**src/rtl/bridge_pkg.sv**
```systemverilog
// Shared types, size codes, fixed AXI field values and byte-strobe helper
// for the SRAM-to-AXI bridge.
package bridge_pkg;

  localparam int unsigned ADDR_W = 32;
  localparam int unsigned DATA_W = 32;
  localparam int unsigned STRB_W = DATA_W / 8;
  localparam int unsigned ID_W   = 4;
  localparam int unsigned LEN_W  = 8;

  typedef enum logic [2:0] {
    IDLE   = 3'd0,
    RD_AR  = 3'd1,
    RD_R   = 3'd2,
    WR_REQ = 3'd3,
    WR_B   = 3'd4
  } state_t;

  localparam logic [1:0] SIZE_BYTE = 2'd0;
  localparam logic [1:0] SIZE_HALF = 2'd1;
  localparam logic [1:0] SIZE_WORD = 2'd2;

  localparam logic [ID_W-1:0]  AXI_ID         = '0;
  localparam logic [LEN_W-1:0] AXI_LEN        = '0;
  localparam logic [1:0]       AXI_BURST_INCR = 2'b01;
  localparam logic [1:0]       AXI_LOCK       = 2'b00;
  localparam logic [3:0]       AXI_CACHE      = 4'b0000;
  localparam logic [2:0]       AXI_PROT       = 3'b000;

  // Byte lanes touched by an access; misaligned offsets simply shift lanes out.
  function automatic logic [STRB_W-1:0] wstrb_f(input logic [1:0] size,
                                                input logic [1:0] offs);
    logic [STRB_W-1:0] strb;
    case (size)
      SIZE_BYTE: strb = 4'b0001 << offs;
      SIZE_HALF: strb = 4'b0011 << offs;
      SIZE_WORD: strb = 4'b1111;
      default:   strb = 4'b0000;
    endcase
    return strb;
  endfunction

endpackage

```
**src/rtl/sram_axi_bridge.sv**
```systemverilog
// Single-outstanding bridge from an SRAM-like request port to an AXI master;
// accepts a new request in the completion cycle of the previous one.
module sram_axi_bridge
  import bridge_pkg::*;
(
  input  logic              clk,
  input  logic              resetn,
  // SRAM-like responder side
  input  logic              req,
  input  logic              wr,
  input  logic [1:0]        size,
  input  logic [ADDR_W-1:0] addr,
  input  logic [DATA_W-1:0] wdata,
  output logic              addr_ok,
  output logic              data_ok,
  output logic [DATA_W-1:0] rdata,
  // AXI read address
  output logic [ID_W-1:0]   arid,
  output logic [ADDR_W-1:0] araddr,
  output logic [LEN_W-1:0]  arlen,
  output logic [2:0]        arsize,
  output logic [1:0]        arburst,
  output logic [1:0]        arlock,
  output logic [3:0]        arcache,
  output logic [2:0]        arprot,
  output logic              arvalid,
  input  logic              arready,
  // AXI read data
  input  logic [DATA_W-1:0] rdata_i,
  input  logic              rvalid,
  output logic              rready,
  // AXI write address
  output logic [ID_W-1:0]   awid,
  output logic [ADDR_W-1:0] awaddr,
  output logic [LEN_W-1:0]  awlen,
  output logic [2:0]        awsize,
  output logic [1:0]        awburst,
  output logic [1:0]        awlock,
  output logic [3:0]        awcache,
  output logic [2:0]        awprot,
  output logic              awvalid,
  input  logic              awready,
  // AXI write data and response
  output logic [ID_W-1:0]   wid,
  output logic [DATA_W-1:0] wdata_o,
  output logic [STRB_W-1:0] wstrb,
  output logic              wlast,
  output logic              wvalid,
  input  logic              wready,
  input  logic              bvalid,
  output logic              bready
);

  state_t            state, state_n;
  logic              aw_done, aw_done_n;
  logic              w_done, w_done_n;
  logic              wr_q;
  logic [1:0]        size_q;
  logic [ADDR_W-1:0] addr_q;
  logic [DATA_W-1:0] wdata_q;
  logic              accept;

  // Fixed single-beat INCR attributes
  assign arid    = AXI_ID;
  assign arlen   = AXI_LEN;
  assign arburst = AXI_BURST_INCR;
  assign arlock  = AXI_LOCK;
  assign arcache = AXI_CACHE;
  assign arprot  = AXI_PROT;
  assign awid    = AXI_ID;
  assign awlen   = AXI_LEN;
  assign awburst = AXI_BURST_INCR;
  assign awlock  = AXI_LOCK;
  assign awcache = AXI_CACHE;
  assign awprot  = AXI_PROT;
  assign wid     = AXI_ID;
  assign wlast   = 1'b1;

  // Payload comes only from the latched request, so it is stable while valid
  assign araddr  = addr_q;
  assign awaddr  = addr_q;
  assign arsize  = {1'b0, size_q};
  assign awsize  = {1'b0, size_q};
  assign wdata_o = wdata_q;
  assign wstrb   = wstrb_f(size_q, addr_q[1:0]);
  assign rdata   = rdata_i;

  // Channel handshake signals decoded from registered state
  assign arvalid = (state == RD_AR);
  assign rready  = (state == RD_R);
  assign awvalid = (state == WR_REQ) && !aw_done;
  assign wvalid  = (state == WR_REQ) && !w_done;
  assign bready  = (state == WR_B);

  assign accept  = req && addr_ok;

  always_ff @(posedge clk or negedge resetn) begin
    if (!resetn) begin
      state   <= IDLE;
      aw_done <= 1'b0;
      w_done  <= 1'b0;
    end else begin
      state   <= state_n;
      aw_done <= aw_done_n;
      w_done  <= w_done_n;
    end
  end

  // Request capture on every accepted handshake
  always_ff @(posedge clk or negedge resetn) begin
    if (!resetn) begin
      wr_q    <= 1'b0;
      size_q  <= '0;
      addr_q  <= '0;
      wdata_q <= '0;
    end else if (accept) begin
      wr_q    <= wr;
      size_q  <= size;
      addr_q  <= addr;
      wdata_q <= wdata;
    end
  end

  always_comb begin
    state_n   = state;
    aw_done_n = aw_done;
    w_done_n  = w_done;
    addr_ok   = 1'b0;
    data_ok   = 1'b0;
    case (state)
      IDLE: begin
        addr_ok = req;
      end
      RD_AR: begin
        if (arready) state_n = RD_R;
      end
      RD_R: begin
        if (rvalid) begin
          data_ok = !wr_q;
          addr_ok = req;
          state_n = IDLE;
        end
      end
      WR_REQ: begin
        // AW and W may complete in either order or together
        if (awvalid && awready) aw_done_n = 1'b1;
        if (wvalid && wready)   w_done_n  = 1'b1;
        if (aw_done_n && w_done_n) begin
          aw_done_n = 1'b0;
          w_done_n  = 1'b0;
          state_n   = WR_B;
        end
      end
      WR_B: begin
        if (bvalid) begin
          data_ok = wr_q;
          addr_ok = req;
          state_n = IDLE;
        end
      end
      default: begin
        state_n = IDLE;
      end
    endcase
    if (accept) state_n = wr ? WR_REQ : RD_AR;
  end

endmodule

```
**config.mk**
```make
export PLATFORM = sky130hd
export DESIGN_NAME = sram_axi_bridge
export DESIGN_NICKNAME = d
export VERILOG_FILES = /design/src/rtl/bridge_pkg.sv /design/src/rtl/sram_axi_bridge.sv
export SDC_FILE = /design/constraint.sdc
export NUM_CORES = 1
export LEC_CHECK = 0
export CAP_MARGIN = 40
export CORE_ASPECT_RATIO = 0.8
export CORE_MARGIN = 3
export CORE_UTILIZATION = 30
export CTS_BUF_LIST = sky130_fd_sc_hd__clkbuf_16
export DETAILED_ROUTE_END_ITERATION = 8
export GPL_ROUTABILITY_DRIVEN = 0
export PLACE_DENSITY = 0.88
export SLEW_MARGIN = 0
export SYNTH_ARGS = -nofsm -noshare
export SYNTH_HDL_FRONTEND = slang
export SYNTH_SLANG_ARGS = --single-unit
```
**constraint.sdc**
```tcl
create_clock -name clk -period 1.5 [get_ports clk]
set_clock_uncertainty 0.15 [all_clocks]
set_input_delay 0.375 -clock clk [delete_from_list [all_inputs] [get_ports clk]]
set_output_delay 0.375 -clock clk [all_outputs]
set_load 0.1 [all_outputs]
```
# Yosys cells after proc, flatten, opt, wreduce, memory -nomap -nowiden

Cells that the tools add are included.

Reduce and logical (&&, ||, !) cells: 12
Eq/ne operators: 11
Shift operators: 2
Multiplexer cells: 20

Operators with widths:

| operator                                              | count |
|---|---|
| two-way mux 3 bit                                     | 5 |
| one-hot mux 3 bit (5 select lines)                    | 1 |
| one-hot mux 4 bit (3 select lines)                    | 1 |
| two-way mux 1 bit                                     | 10 |
| inequality test 3 x 2 -> 1 bit, second input constant | 3 |
| == test 3 x 2 -> 1 bit, second input constant         | 2 |
| logical AND 1 bit                                     | 6 |
| AND reduction 5 bit                                   | 1 |
| left shift 1 x 2 -> 4 bit, first input constant       | 1 |
| left shift 2 x 2 -> 4 bit, first input constant       | 1 |
| == test 3 x 1 -> 1 bit, second input constant         | 1 |
| == test 3 bit, second input constant                  | 1 |
| logical NOT 1 bit                                     | 3 |
| logical NOT 3 bit                                     | 1 |
| inequality test 3 x 1 -> 1 bit, second input constant | 1 |
| one-hot mux 1 bit (3 select lines)                    | 1 |
| == test 2 x 1 -> 1 bit, second input constant         | 1 |
| == test 2 bit, second input constant                  | 1 |
| logical NOT 2 bit                                     | 1 |
| two-way mux 2 bit                                     | 1 |
| inequality test 2 bit, second input constant          | 1 |
| one-hot mux 1 bit (2 select lines)                    | 1 |

Register bits: 72
Output and inout port bits: 196
Input port bits: 107

# Longest topological paths before layout

Depth after elaboration: 9
Depth in mapped cells: 6

# Worst setup path before layout

Ideal clock, no wire load.

Path kind: reg2out
Start point: reg state[1]
End point: out data_ok
Cell stages (with the launch flop): 6
Arrival time: 4958 ps
Slack: -3983 ps
Buffers on the path: 1
Cell sequence: dfrtp_1 -> buf_4 -> inv_1 -> nor3_1 -> nand2_1 -> o21ai_0

Cells in the longest elaborated chain, start to end: 2

RTL lines:

| item                               | RTL line               | RTL |
|---|---|---|
| start: declaration                 | sram_axi_bridge.sv:54  | `state_t state, state_n;` |
| start signal: assignment           | sram_axi_bridge.sv:103 | `state <= state_n;` |
| == test 3 x 2 -> 1 bit             | --                     |  |
| named net rready                   | sram_axi_bridge.sv:31  | `output logic rready,` |
| one-hot mux 1 bit (2 select lines) | sram_axi_bridge.sv:130 | `case (state)` |
| end: declaration                   | sram_axi_bridge.sv:15  | `output logic data_ok,` |

The timed path passes the listed nets, and every way through them passes these cells.

# Worst setup path in the final report

Start point: reg state[0]
End point: out data_ok

Cells in the longest elaborated chain, start to end: 2

RTL lines:

| item                                                    | RTL line |
|---|---|
| == test 3 bit or == test 3 x 2 -> 1 bit (tied branches) | sram_axi_bridge.sv:130 |
| one-hot mux 1 bit (2 select lines) (*)                  | sram_axi_bridge.sv:130 |

Every way passes the cells marked *; elsewhere a longest branch is shown, timed or not.

==> summary.md <==
| Metric | Value |
|---|---|
| Clk Tree Root Cell | `clkbuf_16` |
| Setup CP Type | `reg2out` |
| Mapped Cells | `about 320` |
| Ant diodes | `0` |
| Crit path DAT | `1530 ps` |
| Max clock buf depth | `2` |
| Initial core utilization | `0.312` |
| Pin count of the biggest net entering global routing | `73` |
| Metal2 WL | `around 6.7 mm` |
| CP endpoint kind | `output port` |
| Area Growth Syn to Fin | `101%` |
| Worst flop-to-flop path startpoint | `state[1]` |
| R2r endpoint | `wdata_o[23]` |
| Netlist Area Pre-Place | `0.00387 mm^2` |
| Setup-failing EPs final | `148` |
| Num ports | `303` |
| Drt total wl | `11.9 mm` |
| Global-route wire length before repair | `between 15 and 20 mm` |
| DRC | `0` |
| Reg2reg setup slack | `-530 ps` |
| Synth Register Bits | `72` |
| Outcome | `finished with violations` |
| DIE AREA | `0.0143 mm^2` |
| Hold path depth | `1` |
| GRT Total Usage | `0.163` |
| Post-synth EDFFs | `0` |
| Number of fill cells in the layout | `891` |
| Metal3 WL | `795 um` |
| DP HPWL | `8.48 mm` |
| Core ar. | `roughly 0.012 mm^2` |
| DR WL/cell | `17.8 um` |
| Ys flop type | `dfrtp_1` |
| GRT overflow | `0` |
| Asr flop ratio synth | `1.00` |
| Post-synth cell types | `30` |
| Clock slew at reported path FFs | `around 60 ps` |
| H-tree levels | `3` |
| Proportion of layout cells with a drive suffix above 1 | `0.622` |
| Startpoint types | `flip-flop` |
| Port Buffers | `approximately 190` |
| Syn Area/Cell | `11.9 um^2` |
| CP required | `970 ps` |
| Failing checks | `setup timing` |
| Hold WC Path Type | `reg2reg` |
| CTS tree | `built` |
| Metal-1 WL | `4.30 mm` |
| Std cell rows | `36` |
| Initial antenna violation count | `0` |
| Critical Path Fanout Max | `3` |
| Pre-Repair DR Iteration Count | `6` |
| Vias per std cell | `about 4.2` |
| TritonCTS sink count | `72` |
| Cts bufs inserted | `9` |
| Die height | `108 um` |
| Via Count | `2833` |
| Layout Nets | `between 600 and 700` |
| YS warnings | `0` |
| Initial DRC Count | `between 70 and 80` |
| Vias in the first global route | `3091` |
| Final Critical Period | `2060 ps` |
| Hold Crit Start | `wdata_o[4]` |
| Final Util | `0.627` |
| Maximum Capacitance Violations | `0` |
| Post-synthesis sequential area ratio | `0.466` |
| Worst Reg-to-Reg Cells | `9` |
| Post-route clock period utilization | `1.37` |
| RSZ-0062 raised after global routing | `yes` |
| Topmost layer with routed signal wires | `met4` |
| Antenna Nets Post-Route | `0` |
| Final setup margin | `-560 ps` |
| Hold endpoint | `wdata_o[4]` |
| Max Freq | `485 MHz` |
| Die width | `133 um` |
| Max Slew Vio Count | `0` |
| Clock latency on the worst-skew pair | `320 ps` |
| Hold Violations, Final | `0` |
sequential cells by signal, summed over array words and instances (netlist names):
name / flops
araddr: 32
wr_q: 1
wdata_o: 32
w_done: 1
state: 3
size_q: 2
aw_done: 1
worst max-delay path: stages (launching register included):
cell     delay (ps)
dfrtp_1         430
buf_4           170
nor3_4          180
nand2_2          90
o21ai_4         150
buf_12          190
how the worst max path moves through the flow:
stage / startpoint / endpoint / slack (ps) / cells after the start
final: state[0] / data_ok / -560 / 5
after detailed placement: rvalid / araddr[9] / -650 / 6
after floorplan: state[2] / data_ok / -1120 / 4
after global placement: rvalid / araddr[5] / -590 / 6
after CTS: state[1] / data_ok / -560 / 5
after global routing: state[1] / data_ok / -640 / 5
what timing repair did:
| item | CTS | global route |
|---|---|---|
| gates resized for setup | 41 | 13 |
| setup buffers | 12 | 11 |
| hold buffers | 1 | 0 |
| cloned | 8 | 0 |
| endpoints found under the setup margin | 148 | 152 |
| pin swaps | 12 | 10 |
| endpoints found under the hold margin | 72 | 0 |
metal layers:
metal | GRT usage | up-vias
met3 | 0.0477 | 18
met2 | 0.305 | 125
met4 | 0.0504 | 0
li1 | - | 1262
met5 | 0 | -
met1 | 0.177 | 1428
cells in the final DEF, fill, tap and decap left out, drive strengths merged:
master	instances
buf	166
dfrtp	72
clkdlybuf4s50	71
mux2	66
conb	53
nor2	12
clkbuf	9
o21ai	6
mux2i	5
nor3	4
inv	3
nor2b	3
a21oi	3
nand2	3
clkinv	3
nor3b	2
clkinvlp	2
bufinv	2
dlygate4sd2	2
nand3	2
o22ai	1
nand2b	1
o31ai	1
nand3b	1
a211oi	1
or3	1
and3b	1
o21a	1
o32a	1
a32oi	1
a21o	1
a21bo	1
dlygate4sd3	1
through the flow:
stage          instances  setup TNS, ps  worst slack [ps]  hold slack [ps]  area, um^2
2_1_floorplan        375          -9870             -1120            -70.6        4450
3_3_place_gp         627         -40820              -589              264        6840
3_5_place_dp         627         -44260              -648              274        6840
4_1_cts              664         -32480              -557              426        7630
5_1_grt              673         -47750              -635              435        7770
6_report             673         -40250              -560              423        7770
synthesized netlist by cell type (2+ instances only):
master | instances | area, um^2
a21oi_1 | 3 | 15.0
buf_6 | 2 | 22.5
nand3_1 | 2 | 10.0
inv_1 | 3 | 11.3
o21ai_0 | 6 | 30.0
buf_2 | 7 | 35.0
mux2i_1 | 5 | 50.1
nor2b_1 | 3 | 18.8
nor3b_1 | 2 | 15.0
nor3_1 | 4 | 20.0
mux2_4 | 7 | 105
buf_4 | 120 | 901
nand2_1 | 2 | 7.51
nor2_1 | 12 | 45.0
mux2_2 | 59 | 664
conb_1 | 2 | 7.51
dfrtp_1 | 72 | 1800
cells by family (layout without fill, tap and decap cells):
| group | count (synthesis) | after routing | share of synthesized area |
|---|---|---|---|
| mux | 71 | 71 | 0.212 |
| buf+inv | 132 | 259 | 0.251 |
| compound gates | 17 | 17 | 0.0301 |
| flops | 72 | 72 | 0.466 |
| other cells | 2 | 53 | 0.00194 |
| simple gates | 30 | 30 | 0.0392 |
layout make-up:
cell class	instances	area [um^2]	area share
clock buffer	9	225	0.0290
clock inverter	7	88.8	0.0114
inverter	3	15.0	0.00193
multi-input combinational	171	1580	0.204
sequential	72	1930	0.249
tap	171	214	0.0275
timing repair buffer	240	3710	0.478
Power is left out: the tool's default activity adds up to more than one toggle a clock period on the data nets, which glitch-free logic cannot reach.
